<file path="src/rtl/nibble_serial_add.sv">
// Nibble-serial adder: drives an external 4-bit full adder one nibble per cycle, LSB first.
// Define NIBBLE_SERIAL_OVF_EN to add the signed-overflow output ovf.
module nibble_serial_add #(
    parameter int unsigned N_NIB = 4
) (
    input  logic                 clk,
    input  logic                 reset,
    input  logic                 start,
    input  logic [4*N_NIB-1:0]   a,
    input  logic [4*N_NIB-1:0]   b,
    input  logic                 c_in,
    output logic                 busy,
    output logic                 done,
    output logic [4*N_NIB-1:0]   sum,
    output logic                 c_out,
    output logic [3:0]           add_a,
    output logic [3:0]           add_b,
    output logic                 add_cin,
    input  logic [3:0]           add_sum,
    input  logic                 add_cout
`ifdef NIBBLE_SERIAL_OVF_EN
    ,
    output logic                 ovf
`endif
);

    localparam int unsigned W    = 4 * N_NIB;
    localparam int unsigned IdxW = (N_NIB > 1) ? $clog2(N_NIB) : 1;
    localparam logic [IdxW-1:0] LastIdx = IdxW'(N_NIB - 1);

    typedef enum logic [1:0] {
        StIdle,
        StRun,
        StDone
    } state_e;

    state_e          state_q, state_d;
    logic [IdxW-1:0] idx_q, idx_d;
    logic            carry_q, carry_d;
    logic [W-1:0]    a_q, a_d;
    logic [W-1:0]    b_q, b_d;
    logic [W-1:0]    sum_q, sum_d;
    logic            c_out_q, c_out_d;
`ifdef NIBBLE_SERIAL_OVF_EN
    logic            ovf_q, ovf_d;
`endif

    always_comb begin
        state_d = state_q;
        idx_d   = idx_q;
        carry_d = carry_q;
        a_d     = a_q;
        b_d     = b_q;
        sum_d   = sum_q;
        c_out_d = c_out_q;
`ifdef NIBBLE_SERIAL_OVF_EN
        ovf_d   = ovf_q;
`endif
        unique case (state_q)
            StIdle, StDone: begin
                if (start) begin
                    a_d     = a;
                    b_d     = b;
                    carry_d = c_in;
                    idx_d   = '0;
                    state_d = StRun;
                end else begin
                    state_d = StIdle;
                end
            end
            StRun: begin
                sum_d[4*idx_q +: 4] = add_sum;
                carry_d             = add_cout;
                idx_d               = idx_q + 1'b1;
                if (idx_q == LastIdx) begin
                    idx_d   = '0;
                    c_out_d = add_cout;
                    state_d = StDone;
`ifdef NIBBLE_SERIAL_OVF_EN
                    // add_sum[3] is the result MSB since the top nibble is captured last
                    ovf_d = (a_q[W-1] == b_q[W-1]) && (add_sum[3] != a_q[W-1]);
`endif
                end
            end
            default: state_d = StIdle;
        endcase
    end

    always_ff @(posedge clk or posedge reset) begin
        if (reset) begin
            state_q <= StIdle;
            idx_q   <= '0;
            carry_q <= 1'b0;
            a_q     <= '0;
            b_q     <= '0;
            sum_q   <= '0;
            c_out_q <= 1'b0;
`ifdef NIBBLE_SERIAL_OVF_EN
            ovf_q   <= 1'b0;
`endif
        end else begin
            state_q <= state_d;
            idx_q   <= idx_d;
            carry_q <= carry_d;
            a_q     <= a_d;
            b_q     <= b_d;
            sum_q   <= sum_d;
            c_out_q <= c_out_d;
`ifdef NIBBLE_SERIAL_OVF_EN
            ovf_q   <= ovf_d;
`endif
        end
    end

    always_comb begin
        busy    = (state_q == StRun);
        done    = (state_q == StDone);
        sum     = sum_q;
        c_out   = c_out_q;
        add_a   = 4'h0;
        add_b   = 4'h0;
        add_cin = 1'b0;
        if (busy) begin
            add_a   = a_q[4*idx_q +: 4];
            add_b   = b_q[4*idx_q +: 4];
            add_cin = carry_q;
        end
    end

`ifdef NIBBLE_SERIAL_OVF_EN
    assign ovf = ovf_q;
`endif

endmodule

</file>
<file path="config.mk">
export PLATFORM = sky130hd
export DESIGN_NAME = nibble_serial_add
export DESIGN_NICKNAME = d
export VERILOG_FILES = /design/src/rtl/nibble_serial_add.sv
export SDC_FILE = /design/constraint.sdc
export NUM_CORES = 1
export LEC_CHECK = 0
export ABC_AREA = 1
export BUFFER_PORTS_ARGS = -buffer_cell sky130_fd_sc_hd__buf_2
export CAP_MARGIN = 20
export CORE_MARGIN = 5
export CORE_UTILIZATION = 37
export CTS_CLUSTER_SIZE = 40
export DETAILED_ROUTE_END_ITERATION = 16
export GPL_ROUTABILITY_DRIVEN = 0
export PLACE_DENSITY_LB_ADDON = 0.3
export SLEW_MARGIN = 10
export SYNTH_ARGS = -nofsm -noshare
export SYNTH_HDL_FRONTEND = slang
export SYNTH_SLANG_ARGS = --single-unit
export TNS_END_PERCENT = 5
</file>
<file path="constraint.sdc">
create_clock -name clk -period 4.6 [get_ports clk]
set_input_delay 0.69 -clock clk [delete_from_list [all_inputs] [get_ports clk]]
set_output_delay 0.69 -clock clk [all_outputs]
set_load 0.1 [all_outputs]
</file>
==> results.yml, run 1 <==
timing:
  slew_viol_final: 0
  setup_viol: 0
  final.setup.tns_ns: 0
  rsz0062_at_grt: "false"
  fmax_ghz: 0.323
  period_share_pct: 67.4
  setup_slack_ns: 1.50
  final.setup_skew_ns: 0.00398
  slew-limit-headroom_pct: 52.7
  hold_viol_final: 0
  worstMarginPinSlew_ns: 0.709
  finalCriticalPeriod_ns: 3.10
die:
  die_h_um: 94.2
  die-area_um2: 8880
  die_w_um: 94.2
  initial_core_util_pct: 38.4
  io_pins: 69
  core_area_um2: 6830
  rows: 30
routing:
  dr_wl_met2_um: 2680
  drc: 0
  via_count: 2189
  drt-pass1-iter-count: 4
  antenna_left: 0
  wirelength_um: 5930
  wl_met1_um: 2780
  dr_wl_met3_um: 425
  wl_per_cell_um: 12.1
  first_iter_violations: 109
  dr.max_layer_used: "met4"
  routed_via_density: 4.48
setup_path:
  cp_max_fo: 25
  worstSetupPathType: "flip-flop to primary output"
  r2r_cells: 7
  cp.arrival_ns: 2.41
  r2r_setup_slack_ns: 2.37
  timing.rr.start: "idx_q[0]"
  worst_setup_path_start_kind: "flip-flop"
  cp.required_ns: 3.91
  end_kind: "primary output"
  r2r-end: "sum[2]"
hold_path:
  hold_start: "sum[1]"
  hold_path.class: "flip-flop to flip-flop"
  min_path_cells: 2
  min_to: "sum[1]"
status:
  outcome: "finished clean"
synthesis:
  ys_ff_latch: 54
  syn_inst: 328
  yosysSeqAreaShare_pct: 51.5
  synth_area_um2: 2630
  yosys_warnings: 0
  synth.avg_cell_area_um2: 8.00
  ys_types: 18
  synthesis.nets: 375
finish:
  drive_gt1_share_pct: 24.2
  n_antenna_cell: 0
  finalNetCount: 439
  nFillCells: 730
  fin_util_pct: 45.3
  syn_to_final_growth_pct: 17.8
placement:
  io_buffers: 68
  dp_hpwl_um: 4270
  post-place-ws_ns: 1.84
flow_run:
  drv_cap: 0
clocking:
  cts_buffers: 5
  clkLatencyLatePin_ns: 0.30
  cts_tree: "built"
  hold_buffers: 0
  htreeDepth: 2
  cts_resized: 0
  postCtsSetupBuffers: 0
  cts_root_buf: "clkbuf_8"
  clkTransAtPathRegs_ns: 0.09
  clock_path_buffers: 2
  clock-sinks: 54
grt:
  grt_usage_pct: 13.9
  gr-total-overflow: 0
  grt_pass1_wl_um: 9750
  grt_start_max_net_pins: 67
  antenna_found_initial: 0
  first_global_vias: 2138
==> stage by stage <==
step                      instance area (um2)  hold slack (ns)  instances
after floorplan                          2630            0.449        328
after global placement                   3000            0.458        481
after detailed placement                 3000            0.460        481
after CTS                                3090            0.485        489
after global routing                     3090            0.505        489
final                                    3090            0.480        489
==> worst max path at each step <==
stage / start / to / slack [ns] / depth (start not counted)
floorplan: idx_q[0] / add_a[1] / 1.56 / 6
global placement: idx_q[0] / add_b[2] / 1.90 / 5
detailed placement: idx_q[0] / add_b[2] / 1.84 / 5
CTS: idx_q[0] / add_b[2] / 1.47 / 5
global route: idx_q[0] / add_b[2] / 1.30 / 5
finish: idx_q[0] / add_b[2] / 1.50 / 5
==> routing by layer <==
layer / track usage, % / up-vias
met5: 0 / -
met4: 2.89 / 0
met3: 4.17 / 5
met2: 22.4 / 66
met1: 18.4 / 997
li1: - / 1121
==> cell usage in the layout, fill, tap and decap left out, drive strengths merged <==
| cell | n |
|---|---|
| nand3 | 20 |
| o22ai | 1 |
| nand2 | 99 |
| clkinv | 1 |
| o21a | 1 |
| dfrtp | 54 |
| nor2 | 44 |
| clkbuf | 7 |
| inv | 48 |
| buf | 70 |
| a21oi | 40 |
| o21ai | 2 |
| ha | 6 |
==> cells in the mapped netlist <==
cell type / n / area [um2]
nand2_1: 95 / 357
dfrtp_1: 54 / 1350
inv_1: 45 / 169
nor2_1: 41 / 154
a21oi_1: 33 / 165
nand3_1: 20 / 100
a21oi_2: 7 / 61.3
buf_2: 7 / 35.0
ha_1: 6 / 75.1
buf_6: 5 / 56.3
nand2_2: 4 / 25.0
inv_2: 3 / 11.3
nor2_4: 3 / 33.8
buf_4: 1 / 7.51
o21a_1: 1 / 7.51
o21ai_0: 1 / 5.00
o21ai_1: 1 / 5.00
o22ai_1: 1 / 6.26
==> sequential cells by signal, indices dropped and copies added, names as in the netlist <==
name / flops
a_q: 16
b_q: 16
sum: 16
idx_q: 2
state_q: 2
c_out: 1
carry_q: 1
==> kinds of logic (layout without fill, tap and decap cells) <==
family / count (synthesis) / in the layout / synth area share, %
AND/OR/NAND/NOR: 163 / 163 / 25.5
buffers and inverters: 61 / 126 / 10.6
flip-flops: 54 / 54 / 51.5
AO/OA/AOI/OAI: 44 / 44 / 9.53
adder cells (fa/ha/maj): 6 / 6 / 2.86
==> layout make-up <==
cell class	count	area [um2]	share of cell area [%]
repair buffers	70	355	11.5
flip-flops and latches	54	1350	43.7
clock inverters	1	5.00	0.162
multi-input cells	213	995	32.2
inverters	48	180	5.83
clock buffers	7	86.3	2.79
well taps	96	120	3.88
==> critical path: stages, from the launching register on <==
cell and delay [ns]:
dfrtp_1 0.81, inv_2 0.37, nand2_1 0.18, nand3_1 0.08
a21oi_1 0.20, buf_2 0.47
Power of run 1 is left out: the tool's default activity adds up to more than one toggle a clock period on the data nets, which glitch-free logic cannot reach.
==> run 2: changes to the inputs <==
==> constraint.sdc (replaced) <==
create_clock -name clk -period 2.8 [get_ports clk]
set_input_delay 0.42 -clock clk [delete_from_list [all_inputs] [get_ports clk]]
set_output_delay 0.42 -clock clk [all_outputs]
set_load 0.1 [all_outputs]
==> results.yml, run 2 (synthesis gave the netlist of run 1 again) <==
grt:
  antenna_found_initial: 0
  gr-total-overflow: 0
  first_global_vias: 2240
  grt_usage_pct: 14.6
  grt_pass1_wl_um: 10400
  grt_start_max_net_pins: 41
timing:
  hold_viol_final: 0
  setup_viol: 0
  final.setup_skew_ns: 0.00753
  whs_ns: 0.221
  final.setup.tns_ns: 0
  slew-limit-headroom_pct: 51.7
  period_share_pct: 86.2
  rsz0062_at_grt: "false"
  finalCriticalPeriod_ns: 2.41
  worstMarginPinSlew_ns: 0.724
  slew_viol_final: 0
  fmax_ghz: 0.414
clocking:
  clkLatencyLatePin_ns: 0.31
  htreeDepth: 2
  clock_path_buffers: 2
  hold_buffers: 0
  clock-sinks: 54
  cts_resized: 0
  clkTransAtPathRegs_ns: 0.10
  postCtsSetupBuffers: 0
  cts_buffers: 5
  cts_root_buf: "clkbuf_8"
  cts_tree: "built"
finish:
  syn_to_final_growth_pct: 20.3
  finalNetCount: 441
  finalInstanceArea_um2: 3160
  n_antenna_cell: 0
  final_common_cell: "nand2_1"
  final_cell_mix: "95 x nand2_1, 65 x buf_2, 54 x dfrtp_1"
  drive_gt1_share_pct: 24.8
  nFillCells: 742
setup_path:
  cp_top_family: "buffers and inverters"
  crit_chain: "inv_2, nand2_1, nand3_1, a21oi_1, buf_2"
  cp_slowest_cell: "dfrtp_1"
  cp.required_ns: 2.38
  r2r_cells: 7
  cp_max_fo: 25
  worst-path-buf-inv: 2
  r2r_setup_slack_ns: 0.88
  end_kind: "primary output"
  worstSetupPathType: "flip-flop to primary output"
  cp.arrival_ns: 1.99
  timing.rr.start: "idx_q[0]"
  cpPeakStageDelay_ns: 0.58
  r2r-end: "sum[3]"
  worst_setup_path_start_kind: "flip-flop"
routing:
  via_count: 2205
  antenna_left: 0
  routed_via_density: 4.49
  first_iter_violations: 89
  drc: 0
  drt-pass1-iter-count: 4
  wl_per_cell_um: 12.3
  wirelength_um: 6030
die:
  io_pins: 69
  die-area_um2: 8880
  die_h_um: 94.2
  core_area_um2: 6830
  die_w_um: 94.2
  initial_core_util_pct: 38.4
  rows: 30
placement:
  dp_hpwl_um: 4480
  io_buffers: 68
  place_area_um2: 3060
status:
  outcome: "finished clean"
flow_run:
  drv_cap: 0
hold_path:
  hold_path.class: "input pin to asynchronous set/reset pin"
-- run 2: cell type report --
class                      count  area [um2]  area share, %
sequential                    54        1350           42.8
multi-input combinational    213         995           31.5
inverter                      48         180           5.71
clock buffer                   6        82.6           2.62
tap                           96         120           3.80
timing repair buffer          72         415           13.2
clock inverter                 2        12.5          0.396
-- run 2: worst max path at each step --
stage / start / to / slack (ns) / cells past startpoint
finish: idx_q[0] / add_a[1] / 0.39 / 5
global route: idx_q[0] / add_a[1] / 0.22 / 5
CTS: idx_q[0] / add_a[1] / 0.34 / 5
detailed placement: idx_q[0] / add_a[1] / 0.71 / 5
global placement: idx_q[0] / add_a[1] / 0.77 / 5
floorplan: idx_q[0] / add_a[1] / 0.03 / 6
-- run 2: metrics by stage --
step	cells	util, %	worst slack [ns]
finish	491	46.2	0.386
global route	491	46.2	0.217
CTS	491	46.2	0.344
detailed placement	483	44.8	0.710
global placement	483	44.8	0.775
floorplan	328	-	0.0256
-- run 2: metal layers --
| metal | GRT usage (%) | wire length [um] | share of wire (%) | vias to the layer above |
|---|---|---|---|---|
| met5 | 0 | 0 | 0 | - |
| met3 | 4.49 | 473 | 7.8 | 7 |
| met2 | 23.3 | 2580 | 43 | 72 |
| li1 | - | - | - | 1130 |
| met1 | 19.4 | 2900 | 48 | 996 |
| met4 | 3.61 | 78 | 1.3 | 0 |
Power of run 2 is left out for the same reason.
